$ cat src/rtl/instr_fetch_pkg.sv
// Shared widths, address step and default FIFO depth for the fetch stage.
// Optional perf counters are built when IFETCH_PERF_EN is defined.
`ifndef INSTR_FETCH_DEFS
`define INSTR_FETCH_DEFS
`define FULLW 32
`define IADDR_STEP 4
`define IFETCH_DEPTH 2
`endif

package instr_fetch_pkg;
  localparam int FULLW = `FULLW;
  localparam logic [FULLW-1:0] IADDR_STEP = `IADDR_STEP;
  localparam int IFETCH_DEPTH = `IFETCH_DEPTH;

  typedef struct packed {
    logic [FULLW-1:0] pc;
    logic [FULLW-1:0] instr;
  } fetch_t;

  function automatic logic [31:0] sat_add(input logic [31:0] a, input logic [31:0] b);
    logic [32:0] s;
    s = {1'b0, a} + {1'b0, b};
    return s[32] ? 32'hFFFF_FFFF : s[31:0];
  endfunction
endpackage

$ cat src/rtl/instr_fetch_ififo.sv
// DEPTH-entry FIFO of {pc, instr}; flush wins over push and pop.
module ififo
  import instr_fetch_pkg::*;
#(
  parameter int DEPTH = IFETCH_DEPTH,
  parameter int CW    = $clog2(DEPTH + 1),
  parameter int PW    = $clog2(DEPTH)
) (
  input  logic          clk,
  input  logic          nreset,
  input  logic          push_i,
  input  fetch_t        push_data_i,
  input  logic          pop_i,
  input  logic          flush_i,
  output fetch_t        head_o,
  output logic [CW-1:0] count_o
);
  fetch_t        mem_q [DEPTH];
  logic [PW-1:0] rd_q, wr_q, rd_d, wr_d;
  logic [CW-1:0] cnt_q, cnt_d;

  function automatic logic [PW-1:0] inc(input logic [PW-1:0] p);
    return (p == PW'(DEPTH - 1)) ? '0 : p + 1'b1;
  endfunction

  always_comb begin
    rd_d  = rd_q;
    wr_d  = wr_q;
    cnt_d = cnt_q;
    if (flush_i) begin
      rd_d  = '0;
      wr_d  = '0;
      cnt_d = '0;
    end else begin
      if (push_i) wr_d = inc(wr_q);
      if (pop_i)  rd_d = inc(rd_q);
      cnt_d = cnt_q + CW'(push_i) - CW'(pop_i);
    end
  end

  always_ff @(posedge clk) begin
    if (!nreset) begin
      rd_q  <= '0;
      wr_q  <= '0;
      cnt_q <= '0;
    end else begin
      rd_q  <= rd_d;
      wr_q  <= wr_d;
      cnt_q <= cnt_d;
    end
  end

  // Storage needs no reset; head is masked while empty.
  always_ff @(posedge clk) begin
    if (push_i && !flush_i) mem_q[wr_q] <= push_data_i;
  end

  assign head_o  = (cnt_q != '0) ? mem_q[rd_q] : '0;
  assign count_o = cnt_q;
endmodule

$ cat src/rtl/instr_fetch.sv
// Fetch stage: PC, one-deep in-flight tracking over a sync-read RAM, redirect flush.
// Define IFETCH_PERF_EN to add saturating perf_fetched / perf_flushed counters.
module instr_fetch
  import instr_fetch_pkg::*;
#(
  parameter int          DEPTH     = IFETCH_DEPTH,
  parameter logic [31:0] RESET_VEC = 32'h0000_0000
) (
  input  logic              clk,
  input  logic              nreset,
  output logic [`FULLW-1:0] imem_addr,
  input  logic [`FULLW-1:0] imem_q,
  input  logic              br_taken,
  input  logic [`FULLW-1:0] br_target,
  input  logic              stall,
`ifdef IFETCH_PERF_EN
  output logic [31:0]       perf_fetched,
  output logic [31:0]       perf_flushed,
`endif
  output logic [`FULLW-1:0] instr_out,
  output logic [`FULLW-1:0] instr_pc,
  output logic              instr_valid
);
  localparam int CW = $clog2(DEPTH + 1);

  logic [FULLW-1:0] pc_q, pc_d, ipc_q, ipc_d;
  logic             infl_q, infl_d;
  logic [CW-1:0]    count;
  logic [CW:0]      occ;
  logic             pop, push, issue;
  fetch_t           head;

  assign pop   = instr_valid && !stall && !br_taken;
  assign push  = infl_q && !br_taken;
  // Occupancy after this cycle's pop; counting the in-flight word prevents overflow.
  assign occ   = {1'b0, count} + (CW+1)'(infl_q) - (CW+1)'(instr_valid && !stall);
  assign issue = !br_taken && (occ < (CW+1)'(DEPTH));

  always_comb begin
    pc_d   = pc_q;
    ipc_d  = ipc_q;
    infl_d = 1'b0;
    if (br_taken) begin
      pc_d = br_target & ~32'h3;
    end else if (issue) begin
      pc_d   = pc_q + IADDR_STEP;
      infl_d = 1'b1;
      ipc_d  = pc_q;
    end
  end

  always_ff @(posedge clk) begin
    if (!nreset) begin
      pc_q   <= RESET_VEC;
      ipc_q  <= '0;
      infl_q <= 1'b0;
    end else begin
      pc_q   <= pc_d;
      ipc_q  <= ipc_d;
      infl_q <= infl_d;
    end
  end

  ififo #(.DEPTH(DEPTH)) u_fifo (
    .clk         (clk),
    .nreset      (nreset),
    .push_i      (push),
    .push_data_i ('{pc: ipc_q, instr: imem_q}),
    .pop_i       (pop),
    .flush_i     (br_taken),
    .head_o      (head),
    .count_o     (count)
  );

  assign imem_addr   = pc_q;
  assign instr_valid = (count != '0);
  assign instr_out   = head.instr;
  assign instr_pc    = head.pc;

`ifdef IFETCH_PERF_EN
  logic [31:0] fetched_q, flushed_q;

  always_ff @(posedge clk) begin
    if (!nreset) begin
      fetched_q <= '0;
      flushed_q <= '0;
    end else begin
      if (pop)      fetched_q <= sat_add(fetched_q, 32'd1);
      if (br_taken) flushed_q <= sat_add(flushed_q, 32'(count) + 32'(infl_q));
    end
  end

  assign perf_fetched = fetched_q;
  assign perf_flushed = flushed_q;
`endif
endmodule

$ cat config.mk
export PLATFORM = sky130hd
export DESIGN_NAME = instr_fetch
export DESIGN_NICKNAME = d
export VERILOG_FILES = /design/src/rtl/instr_fetch_pkg.sv /design/src/rtl/instr_fetch_ififo.sv /design/src/rtl/instr_fetch.sv
export SDC_FILE = /design/constraint.sdc
export NUM_CORES = 1
export LEC_CHECK = 0
export ABC_AREA = 1
export CAP_MARGIN = 20
export CORE_ASPECT_RATIO = 2
export CORE_MARGIN = 3
export CORE_UTILIZATION = 55
export CTS_CLUSTER_DIAMETER = 60
export DETAILED_ROUTE_END_ITERATION = 8
export PLACE_DENSITY = 0.85
export SYNTH_ARGS = -nofsm -noshare
export SYNTH_HDL_FRONTEND = slang
export SYNTH_SLANG_ARGS = --single-unit
$ cat constraint.sdc
create_clock -name clk -period 8.6 [get_ports clk]
set_input_delay 1.72 -clock clk [delete_from_list [all_inputs] [get_ports clk]]
set_output_delay 1.72 -clock clk [all_outputs]
set_load 0.02 [all_outputs]
==> implementation parameters <==
Parameter                              Value

Status
  Result of the run ... finished clean

Routing
  ANT nets after route ... 0
  Number of vias per cell ... 5.277
  Post-detailed-route DRC marker count ... 0
  Avg WL per Cell ... 15.82 µm
  1st-pass router iterations ... 4
  Iteration-0 DRC count of the detailed router ... 341
  Vias after detailed routing ... 6,449
  Final Routed Wirelength ... a little under 20,000 µm

Synthesis
  Top cell types by occurrence after synthesis ... sky130_fd_sc_hd__nand2_1, sky130_fd_sc_hd__edfxtp_1, sky130_fd_sc_hd__nor2_1, sky130_fd_sc_hd__a21oi_1, sky130_fd_sc_hd__inv_1
  Part of the Yosys area used for sequential elements ... 0.6217
  Yosys warnings ... 0
  Average size of a mapped cell ... 9.284 µm²
  Leading area contributor after synthesis ... sky130_fd_sc_hd__edfxtp_1
  Top cells by area in the synthesized netlist ... sky130_fd_sc_hd__edfxtp_1, sky130_fd_sc_hd__dfxtp_1, sky130_fd_sc_hd__nand2_1
  Post-synthesis register bit count ... 190
  Top-area cell type share of the netlist area ... 0.4589
  Proportion of register bits with asynchronous set or reset after synthesis ... 0
  Distinct cell type count after synthesis ... 36
  Most used standard cell by instance count after synthesis ... sky130_fd_sc_hd__nand2_1
  Synth Cell Area ... roughly 8000 µm²
  Number of enable-type register cells in the synthesized netlist ... approximately 120
  Most frequently used flop master after synthesis ... sky130_fd_sc_hd__edfxtp_1
  Mapped Cells ... 874

Clock tree
  Number of hold buffers added after CTS ... 0
  Post-CTS repair timing setup buffer count ... 0
  Clock slew seen by the registers of the worst setup and hold paths ... around 70 ps
  Clock buffer count from CTS ... 17
  Deepest level of the CTS H-tree ... 4
  Number of sinks driven by the clock tree ... 190
  CTS tree ... done
  Post-cts repair resize count ... 0
  Max Root-Sink Buffers ... 2
  Library cell used as clock root buffer ... sky130_fd_sc_hd__clkbuf_16
  Worst-Skew Late Latency ... 420 ps

STA
  Top achievable clock speed ... 197.1 MHz
  Headroom to the max-slew limit ... 0.4164
  Max Transition Viols Final ... 0
  Total count of hold-check failures in the final report ... 0
  Minimum clock period after layout ... a little over 5000 ps
  Total Neg Setup Slack ... 0 ps
  Endpoints failing setup ... 0
  Slack of the critical path ... around 3500 ps
  Post-route clock period utilization ... 0.5901
  Clock Skews ... 10.77 ps
  Slew of the pin with the lowest slew margin ... 874.2 ps
  RSZ-0062 raised after global routing ... no

Min path
  Worst min-delay path class ... reg -> reg

Worst setup path
  Critical path class ... in -> reg
  Worst Setup Start Kind ... input pin
  Largest stage delay on the critical path ... 910 ps
  CP max FO ... 58
  Critical path data arrival time ... 5440 ps
  Worst-path cell with the longest stage delay ... sky130_fd_sc_hd__inv_2
  Cell-by-cell listing of the critical path ... clkdlybuf4s50_1 > nor2_1 > ha_1 > or2_2 > fa_1 > a21boi_2 > nand3_2 > inv_2 > nand3_1 > nand3b_1 > nand2_1 > inv_1
  Capturing element type of the critical path ... register
  Kind of cell with the highest combined delay on the critical path ... buffers and inverters
  Buffer and inverter count on the worst path ... 3
  Data required time of the critical path ... 8960 ps

Placed design
  HPWL reported at the end of detailed placement ... 12,800 µm
  Pre-CTS WS ... about 3100 ps
  Port bufs ... between 150 and 200
  GPL Wtd Cong ... 0.9514
  Total placed instance area ... 9799 µm²

Power and ir drop
  Share of total power in combinational logic ... 0.088
  Proportion of power drawn by the clock network ... 0.402
  Internal Pwr Total ... 1.555 mW
  Worst vdd rail ir drop ... 0.1799 mV
  Switching power summed over all nets ... between 0.4 and 0.5 mW
  Power Density ... 194.4 nW/µm²
  Sequential group share of total power ... 0.510
  Switching Share ... 0.2341
  Leak pwr ... 3.944 nW

Floorplanning
  Die area ... 16,330 µm²
  Placement row count ... 62
  Height of the die ... 177.8 µm
  Placeable core area ... 14,430 µm²
  Initial core utilization ... 0.5623
  Top-Level Pins ... around 170
  Die boundary width ... 91.89 µm

Global routing
  Global-route wire length before repair ... 30,990 µm
  Residual overflow from global routing ... 0
  Antenna violations before repair ... 0
  Via count of the first global-routing pass ... 6,310
  Overall fraction of global-route tracks in use ... 0.2419
  Pin count of the biggest net entering global routing ... 64

Flow run
  Max cap viols ... 0

Finish
  Fraction of layout cells with a size suffix above 1 ... 0.05534
  Post-Route Utilization ... 0.7240
  Design area ... roughly 10,000 µm²
  Fillers ... between 1,000 and 1,500
  P&R area growth vs syn ... 28.74%
  Final net count ... approximately 1,100
  Antenna fix cells ... 0
==> metrics by stage <==
step | hold slack, ps | total power [mW] | instances
final | 448.3 | 2.031 | 1222
after global routing | 450.9 | 2.100 | 1222
after CTS | 448.8 | 2.046 | 1221
after detailed placement | 431.9 | 1.232 | 1189
after global placement | 425.2 | 1.225 | 1189
after floorplan | 420.3 | 1.147 | 877
==> flip-flops by register name (all words and copies together), names as in the netlist, named ones only <==
signal / flops
infl_q: 1
u_fifo.rd_q: 1
ipc_q: 30
u_fifo.mem_q: 124
u_fifo.count_o: 2
imem_addr: 30
u_fifo.wr_q: 1
==> layer usage <==
metal / share of wire / global-route usage / up-vias / wire (µm)
met5: 0 / 0 / - / 0
met4: 0.049 / 0.1427 / 0 / 954
met3: 0.054 / 0.04115 / 54 / 1035
met2: 0.53 / 0.4347 / 237 / 10330
met1: 0.36 / 0.2639 / 2990 / 7014
li1: - / - / 3168 / -
==> path summary, 6_finish.rpt <==
path                          start             endpoint  slack, ps  cells past startpoint
hold reg to reg           ipc_q[10]  u_fifo.mem_q[0][42]        450                      0
setup reg to reg  u_fifo.count_o[1]        imem_addr[17]       4710                     12
setup / recovery              stall        imem_addr[17]       3530                     12
hold / removal            ipc_q[10]  u_fifo.mem_q[0][42]        450                      0
==> placed cells by master (no fill, tap or decap), types with 9 or more instances in the layout <==
cell type,count
sky130_fd_sc_hd__nand2_1,243
sky130_fd_sc_hd__clkdlybuf4s50_1,158
sky130_fd_sc_hd__edfxtp_1,124
sky130_fd_sc_hd__a21oi_1,86
sky130_fd_sc_hd__nor2_1,84
sky130_fd_sc_hd__inv_1,79
sky130_fd_sc_hd__dfxtp_1,65
sky130_fd_sc_hd__o21ai_0,55
sky130_fd_sc_hd__nand3_1,25
sky130_fd_sc_hd__clkbuf_16,17
sky130_fd_sc_hd__nand4_1,11
sky130_fd_sc_hd__nand3b_1,9
==> final cells by class <==
type	instances	area [µm²]	area share
clock buffer	17	425.4	0.04072
clock inverter	15	201.4	0.01928
inverter	82	307.8	0.02946
multi-input combinational	561	2579	0.2469
sequential	190	5046	0.4831
tap	192	240.2	0.02300
timing repair buffer	165	1647	0.1576
==> power by group through the flow <==
stage	combinational [mW]	sequential (mW)	clock (mW)
after floorplan	0.0887	1.06	0
after global placement	0.173	1.05	0
after detailed placement	0.178	1.05	0
after CTS	0.181	1.03	0.831
after global routing	0.198	1.04	0.864
final	0.180	1.03	0.817
==> logic make-up (layout without fill, tap and decap cells) <==
group	count (synthesis)	after routing	synth area share
DFF	190	190	0.6217
buffers and inverters	126	279	0.06461
adders and majority gates	5	5	0.008636
other	1	4	0.0004622
and+or+nand+nor	391	391	0.1997
xor gates and xnor gates	7	7	0.007556
AOI/OAI and AO/OA	154	154	0.09730
Note: power is estimated with default switching activity, not from simulation.
